--- src/rtl/sync_fifo_flex_if.sv ---
// Handshake bundle between a producer/consumer and sync_fifo_flex.
// The master side drives requests; the slave side (the FIFO) drives status and read data.
interface sync_fifo_flex_if #(
  parameter int DATA_WIDTH = 8,
  parameter int FIFO_DEPTH = 16
);
  localparam int PW = $clog2(FIFO_DEPTH);

  logic                  flush;
  logic                  wr_en;
  logic [DATA_WIDTH-1:0] wdata;
  logic                  rd_en;
  logic [DATA_WIDTH-1:0] rdata;
  logic                  rvalid;
  logic                  full;
  logic                  empty;
  logic                  almost_full;
  logic                  almost_empty;
  logic [PW:0]           count;
  logic                  overflow;
  logic                  underflow;

  modport master (
    output flush, wr_en, wdata, rd_en,
    input  rdata, rvalid, full, empty, almost_full, almost_empty, count, overflow, underflow
  );

  modport slave (
    input  flush, wr_en, wdata, rd_en,
    output rdata, rvalid, full, empty, almost_full, almost_empty, count, overflow, underflow
  );
endinterface

--- src/rtl/sync_fifo_flex.sv ---
// Single-clock FIFO with occupancy count, programmable almost-full/almost-empty,
// sticky overflow/underflow, synchronous flush and selectable FWFT read mode.
module sync_fifo_flex #(
  parameter int DATA_WIDTH = 8,
  parameter int FIFO_DEPTH = 16,
  parameter int AF_THRESH  = 12,
  parameter int AE_THRESH  = 4,
  parameter bit FWFT       = 1'b0
) (
  input  logic              clk,
  input  logic              rst_n,
  sync_fifo_flex_if.slave   bus
);
  localparam int          PW      = $clog2(FIFO_DEPTH);
  localparam logic [PW:0] DEPTH_C = (PW+1)'(FIFO_DEPTH);
  localparam logic [PW:0] AF_C    = (PW+1)'(AF_THRESH);
  localparam logic [PW:0] AE_C    = (PW+1)'(AE_THRESH);
  localparam logic [PW:0] ONE_C   = (PW+1)'(1);

  logic [DATA_WIDTH-1:0] mem_q [FIFO_DEPTH];
  logic [PW:0]           wr_ptr_q, wr_ptr_d;
  logic [PW:0]           rd_ptr_q, rd_ptr_d;
  logic [PW:0]           count_q, count_d;
  logic                  overflow_q, overflow_d;
  logic                  underflow_q, underflow_d;

  logic full_w, empty_w, wr_acc, rd_acc;

  assign full_w  = (count_q == DEPTH_C);
  assign empty_w = (count_q == '0);

  // Flush swallows any request in its cycle, so acceptance is gated here once.
  assign wr_acc = bus.wr_en && !full_w  && !bus.flush;
  assign rd_acc = bus.rd_en && !empty_w && !bus.flush;

  // NOTE: every variable assigned in an always_comb gets a default first, so no path can infer a latch.
  always_comb begin
    wr_ptr_d    = wr_ptr_q;
    rd_ptr_d    = rd_ptr_q;
    count_d     = count_q;
    overflow_d  = overflow_q;
    underflow_d = underflow_q;
    if (bus.flush) begin
      wr_ptr_d    = '0;
      rd_ptr_d    = '0;
      count_d     = '0;
      overflow_d  = 1'b0;
      underflow_d = 1'b0;
    end else begin
      if (wr_acc) wr_ptr_d = wr_ptr_q + ONE_C;
      if (rd_acc) rd_ptr_d = rd_ptr_q + ONE_C;
      case ({wr_acc, rd_acc})
        2'b10:   count_d = count_q + ONE_C;
        2'b01:   count_d = count_q - ONE_C;
        default: count_d = count_q;
      endcase
      overflow_d  = overflow_q  | (bus.wr_en && full_w);
      underflow_d = underflow_q | (bus.rd_en && empty_w);
    end
  end

  // NOTE: sequential state uses non-blocking assignments so every register samples pre-edge values.
  always_ff @(posedge clk) begin
    if (!rst_n) begin
      wr_ptr_q    <= '0;
      rd_ptr_q    <= '0;
      count_q     <= '0;
      overflow_q  <= 1'b0;
      underflow_q <= 1'b0;
    end else begin
      wr_ptr_q    <= wr_ptr_d;
      rd_ptr_q    <= rd_ptr_d;
      count_q     <= count_d;
      overflow_q  <= overflow_d;
      underflow_q <= underflow_d;
    end
  end

  // NOTE: the storage array has no reset; pointers and count define validity, so it maps onto plain RAM.
  always_ff @(posedge clk) begin
    if (wr_acc) mem_q[wr_ptr_q[PW-1:0]] <= bus.wdata;
  end

  generate
    if (FWFT) begin : g_fwft
      // Head entry is always visible; a write into an empty FIFO shows up right after its edge.
      assign bus.rdata  = mem_q[rd_ptr_q[PW-1:0]];
      assign bus.rvalid = !empty_w;
    end else begin : g_std
      logic [DATA_WIDTH-1:0] rdata_q, rdata_d;
      logic                  rvalid_q, rvalid_d;

      always_comb begin
        rdata_d  = rdata_q;
        rvalid_d = rd_acc;
        if (rd_acc) rdata_d = mem_q[rd_ptr_q[PW-1:0]];
      end

      always_ff @(posedge clk) begin
        if (!rst_n) begin
          rdata_q  <= '0;
          rvalid_q <= 1'b0;
        end else begin
          rdata_q  <= rdata_d;
          rvalid_q <= rvalid_d;
        end
      end

      assign bus.rdata  = rdata_q;
      assign bus.rvalid = rvalid_q;
    end
  endgenerate

  assign bus.full         = full_w;
  assign bus.empty        = empty_w;
  assign bus.almost_full  = (count_q >= AF_C);
  assign bus.almost_empty = (count_q <= AE_C);
  assign bus.count        = count_q;
  assign bus.overflow     = overflow_q;
  assign bus.underflow    = underflow_q;
endmodule

--- src/flat_wrapper.sv ---
// flat-port wrapper written by rule: the top's interface ports become plain ports
module sync_fifo_flex_flat 
#(
  parameter int DATA_WIDTH = 8,
  parameter int FIFO_DEPTH = 16,
  parameter int AF_THRESH  = 12,
  parameter int AE_THRESH  = 4,
  parameter bit FWFT       = 1'b0
)
  (clk, rst_n, bus_flush, bus_wr_en, bus_wdata, bus_rd_en, bus_rdata, bus_rvalid, bus_full, bus_empty, bus_almost_full, bus_almost_empty, bus_count, bus_overflow, bus_underflow);
  sync_fifo_flex_if #(.DATA_WIDTH(DATA_WIDTH), .FIFO_DEPTH(FIFO_DEPTH)) bus_i ();
  input  logic clk;
  input  logic rst_n;
  input wire logic [$bits(bus_i.flush)-1:0] bus_flush;
  input wire logic [$bits(bus_i.wr_en)-1:0] bus_wr_en;
  input wire logic [$bits(bus_i.wdata)-1:0] bus_wdata;
  input wire logic [$bits(bus_i.rd_en)-1:0] bus_rd_en;
  output wire logic [$bits(bus_i.rdata)-1:0] bus_rdata;
  output wire logic [$bits(bus_i.rvalid)-1:0] bus_rvalid;
  output wire logic [$bits(bus_i.full)-1:0] bus_full;
  output wire logic [$bits(bus_i.empty)-1:0] bus_empty;
  output wire logic [$bits(bus_i.almost_full)-1:0] bus_almost_full;
  output wire logic [$bits(bus_i.almost_empty)-1:0] bus_almost_empty;
  output wire logic [$bits(bus_i.count)-1:0] bus_count;
  output wire logic [$bits(bus_i.overflow)-1:0] bus_overflow;
  output wire logic [$bits(bus_i.underflow)-1:0] bus_underflow;
  assign bus_i.flush = bus_flush;
  assign bus_i.wr_en = bus_wr_en;
  assign bus_i.wdata = bus_wdata;
  assign bus_i.rd_en = bus_rd_en;
  assign bus_rdata = bus_i.rdata;
  assign bus_rvalid = bus_i.rvalid;
  assign bus_full = bus_i.full;
  assign bus_empty = bus_i.empty;
  assign bus_almost_full = bus_i.almost_full;
  assign bus_almost_empty = bus_i.almost_empty;
  assign bus_count = bus_i.count;
  assign bus_overflow = bus_i.overflow;
  assign bus_underflow = bus_i.underflow;
  sync_fifo_flex #(.DATA_WIDTH(DATA_WIDTH), .FIFO_DEPTH(FIFO_DEPTH), .AF_THRESH(AF_THRESH), .AE_THRESH(AE_THRESH), .FWFT(FWFT)) u_core (.clk(clk), .rst_n(rst_n), .bus(bus_i));
endmodule
--- config.mk ---
export PLATFORM = sky130hd
export DESIGN_NAME = sync_fifo_flex_flat
export DESIGN_NICKNAME = d
export VERILOG_FILES = /design/src/rtl/sync_fifo_flex_if.sv /design/src/rtl/sync_fifo_flex.sv /design/src/flat_wrapper.sv
export SDC_FILE = /design/constraint.sdc
export NUM_CORES = 1
export LEC_CHECK = 0
export ABC_AREA = 1
export ABC_CLOCK_PERIOD_IN_PS = 4600
export BUFFER_PORTS_ARGS = -buffer_cell sky130_fd_sc_hd__buf_2
export CAP_MARGIN = 20
export CORE_UTILIZATION = 50
export DETAILED_ROUTE_END_ITERATION = 7
export PLACE_DENSITY = 0.67
export SYNTH_ARGS = -nofsm -noshare
export SYNTH_HDL_FRONTEND = slang
export SYNTH_SLANG_ARGS = --single-unit
--- constraint.sdc ---
create_clock -name clk -period 4.6 [get_ports clk]
set_input_delay 0.69 -clock clk [delete_from_list [all_inputs] [get_ports clk]]
set_output_delay 0.69 -clock clk [all_outputs]
set_load 0.05 [all_outputs]
==> Word level (Yosys, flattened, before mapping) <==
Memories as Yosys holds them, arrays and structs flattened. A register that Yosys moved wholly into a read port is not among the register bits.
Cells that the tools add are included.
{ "classes": {"add_sub_neg": 4, "n_mul": 0, "n_mux": 3, "n_div": 0, "shifts": 0, "n_bitwise": 3, "eq_ne": 3, "order_cmp": 2, "reduce_logical": 13} }
{ "ops": {"columns": ["op", "n"], "rows": [
  ["$add A5 B1 Y5 const B", 3],
  ["$pmux W5 S2", 1],
  ["$logic_and A1 B1 Y1", 6],
  ["$eq A5 B5 Y1 const B", 1],
  ["$ge A5 B4 Y1 const B", 1],
  ["$le A5 B3 Y1 const B", 1],
  ["$logic_not A5 Y1", 1],
  ["$sub A5 B1 Y5 const B", 1],
  ["$logic_not A1 Y1", 4],
  ["$eq A2 B1 Y1 const B", 1],
  ["$eq A2 B2 Y1 const B", 1],
  ["$mux W1", 2],
  ["$or A1 B1 Y1", 2],
  ["$reduce_bool A2 Y1", 1],
  ["$reduce_or A2 Y1", 1],
  ["$not A1 Y1", 1]
]} }
{ "word_totals": {"input_bits": 13, "latch_bits": 0, "out_inout_bits": 20, "romBits": 0, "n_memories": 1, "ramBits": 128, "elab_cells": 35, "ff_bits": 18} }
{ "mem_list": {"columns": ["memory", "words", "word_bits", "rd", "rd_ports_with_merged_regs", "wr", "line_no", "text"], "rows": [
  ["u_core.mem_q", 16, 8, 1, 1, 1, "sync_fifo_flex.sv:20", "logic [DATA_WIDTH-1:0] mem_q [FIFO_DEPTH];"]
]} }

==> Logic depth before layout (Yosys ltp) <==
{ "logic_depth": {"depth_word": 6, "depth_mapped": 16} }

==> Worst setup path after synthesis <==
Ideal clock, no wire load.
{ "synth_path": {"path_kind": "flip-flop to output port", "from": "register u_core.count_q[3] (netlist: u_core.bus.count[3])", "to": "output port bus_almost_full", "path_buffers": 0, "path_stages_with_launch": 3, "arrival_time_ns": 1.973, "slack_ns": 1.937, "cell_sequence": "dfxtp_1 -> inv_1 -> o21ai_0"} }
{ "synth_between": {"elab_chain_cells": 1} }
{ "synth_rtl": {"columns": ["item", "line_no", "text"], "rows": [
  ["start, declared", "sync_fifo_flex.sv:23", "logic [PW:0] count_q, count_d;"],
  ["start signal, assigned", "sync_fifo_flex.sv:73", "count_q <= count_d;"],
  ["$ge A5 B4 Y1", "sync_fifo_flex.sv:116", "assign bus.almost_full = (count_q >= AF_C);"],
  ["end, declared", "flat_wrapper.sv:22", "output wire logic [$bits(bus_i.almost_full)-1:0] bus_almost_full;"]
]} }
Every way passes these cells.

==> run_results.csv <==
group,metric,value,unit
drt,ant_nets,0,
critical_path,path_depth,6,
power,power_density,404,nW/um^2
global_routing,grt_pass1_vias,4344,
sta,fmax,414,MHz
global_routing,grt_overflow,0,
finish,mostFrequentLayoutCells,"204 x nand2_1, 128 x edfxtp_1, 97 x nand3_1",
place,dp_cells,855,
clocking,clk_pin_slew_worst_paths,0.06,ns
sta,slew_viol_final,0,
clocking,cts-htree-levels,4,
sta,finalCritPeriodShare,52.5,%
critical_path,cp.required,4.97,ns
sta,relSlewSlack,42.8,%
synth,seq_area_frac_synth,64.7,%
synth,synth_top_area_share,57.5,%
finish,diodes,0,
finish,final_nets,724,
clocking,cts_tree,"done",
critical_path,startpoint_type,"flip-flop",
critical_path,worst-path-max-fanout,19,
critical_path,worst_setup_path_end_kind,"flip-flop",
synth,ys_warn_count,0,
sta,final-hold-violation-count,0,
finish,finalNonFillerCells,887,
global_routing,grt_use_total,22.9,%
critical_path,path_buf_inv,2,
clocking,cts_buffers,17,
critical_path,crit_top_cell,"nand3_1",
drt,wl_per_cell,16.6,um
finish,syn2layout_area_growth,12.1,%
synth,synth-seq-cells,152,
place,placed_area,6900,um^2
sta,tightest_slew,0.857,ns
power,peakVddDrop,0.290,mV
clocking,cts.path.max_buffers,2,
floorplanning,core_area,12800,um^2
synth,synth_area_leader_cell,"edfxtp_1",
critical_path,rr_worst_depth,6,
clocking,post_cts_buffers,0,
min_path,min-delay-path-class,"flip-flop to flip-flop",
finish,layout_commonest_cell,"nand2_1",
synth,yosysUniqueCellTypes,26,
critical_path,arrival,2.78,ns
drt,vias,4582,
clocking,cts.sinks,152,
run_status,status,"completed",
floorplanning,io_pins,33,
clocking,clockRootBuffer,"clkbuf_16",
synth,netlist_top_cells_area,"edfxtp_1 58%, nand2_1 11%, nand3_1 7.3%",
global_routing,antenna_found_initial,0,
place,gp_congestion,0.921,
sta,setup_tns,0,ns
flow_run,cap_viol_max_count,0,
synth,syn_nets,699,
finish,fillers,1081,
clocking,cts_resized,0,
clocking,holdBufCountCts,0,
critical_path,critPathTopFamily,"flip-flops",
finish,drive_above_1_share,9.93,%
power,p_leak,3.16,nW
sta,period_minus_slack,2.41,ns
global_routing,grt_pass1_wl,23600,um
sta,finalSetupViolCount,0,
min_path,whs_path_depth,2,
synth,syn_avg_cell_area,9.85,um^2
place,io_buffer_count,32,
floorplanning,die_y,118,um
sta,grt_setup_unrepaired,"no",
finish,fin_area,7480,um^2
critical_path,path_class,"flip-flop to flip-flop",
drt,wirelength,14700,um
floorplanning,die_x,118,um
drt,first_pass_iters,5,
floorplanning,rows,41,
critical_path,slowest_stage,"dfxtp_1",
floorplanning,die-area,13800,um^2
drt,drt_iter0_drc,575,
place,dpl.hpwl,9090,um
synth,netlist_area,6680,um^2
critical_path,cp_cell_sequence,"clkinv_1 -> nand3_1 -> nand3_1 -> nand3_1 -> nand2_1 -> inv_1",
critical_path,cpPeakStageDelay,0.87,ns
power,power,0.00303,W
drt,viasPerCell,5.17,
floorplanning,initial_core_util,52.1,%
drt,remaining_drc_errors,0,
synth,synthCells,678,
sta,finClkSkew,0.0153,ns
global_routing,grt_max_degree,67,
clocking,worstSkewPairLatency,0.43,ns
[worst paths after layout]
check,start,endpoint,slack [ns]
max,u_core.rd_ptr_q[2],u_core.bus.rdata[0],2.19
max reg2reg,u_core.rd_ptr_q[2],u_core.bus.rdata[0],2.19
min reg2reg,u_core.bus.overflow,u_core.bus.overflow,0.46
min,u_core.bus.overflow,u_core.bus.overflow,0.46
[kinds of logic after synthesis]
logic type               count (synthesis)  synth area share (%)
adder cells (fa/ha/maj)                  8                  1.50
AND/OR/NAND/NOR                        348                  21.8
flip-flops                             152                  64.7
XOR/XNOR                                 4                 0.524
buffers and inverters                  128                  8.21
AO/OA/AOI/OAI                           38                  3.18
[worst register-to-register path: cells and delay by family, from the launching register on]
kind	cells	cell delay (ns)
buffers and inverters	2	0.81
AND/OR/NAND/NOR	4	0.68
flip-flops	1	0.87
[sequential cells by signal, indices dropped and copies added, names as in the netlist]
name                  cells
u_core.mem_q            128
u_core.bus.underflow      1
u_core.bus.rdata          8
u_core.rd_ptr_q           4
u_core.wr_ptr_q           4
u_core.bus.count          5
u_core.bus.rvalid         1
u_core.bus.overflow       1
[layout make-up]
type	count	area (um^2)	share of cell area [%]
repair buffers	35	195	2.61
flip-flops and latches	152	4330	57.8
inverters	99	374	5.00
clock inverters	11	131	1.76
well taps	172	215	2.88
clock buffers	20	437	5.83
multi-input cells	398	1810	24.1
[report_power, final]
part	total, W	switching, W	internal, W
logic	0.000167	0.000127	0.0000402
registers	0.00151	0.00000620	0.00150
clock network	0.00135	0.000509	0.000840
[cells in the mapped netlist, drive strengths merged]
cell	count
nand2	204
nor2	41
ha	8
nand3	99
o21ai	17
nand4	2
buf	27
nor3	2
a21boi	1
dfxtp	24
edfxtp	128
inv	97
xor2	4
o21a	8
a21oi	12
clkinv	2
clkbuf	2
[stage by stage]
stage / setup WS [ns] / util, % / hold WS (ns)
after global placement: 2.13 / 53.8 / 0.447
after detailed placement: 2.07 / 53.8 / 0.449
after floorplan: 1.94 / - / 0.478
after CTS: 2.28 / 58.2 / 0.462
final: 2.19 / 58.4 / 0.457
after global routing: 2.08 / 58.4 / 0.492
[per-layer routing]
| layer | vias to the layer above | share of wire, % | global-route usage (%) |
|---|---|---|---|
| met5 | - | 0 | 0 |
| met3 | 20 | 6.6 | 5.43 |
| met1 | 2144 | 44 | 30.9 |
| met2 | 162 | 47 | 35.5 |
| li1 | 2256 | - | - |
| met4 | 0 | 2.0 | 9.46 |
No activity file was read; power rests on OpenSTA's default activity.
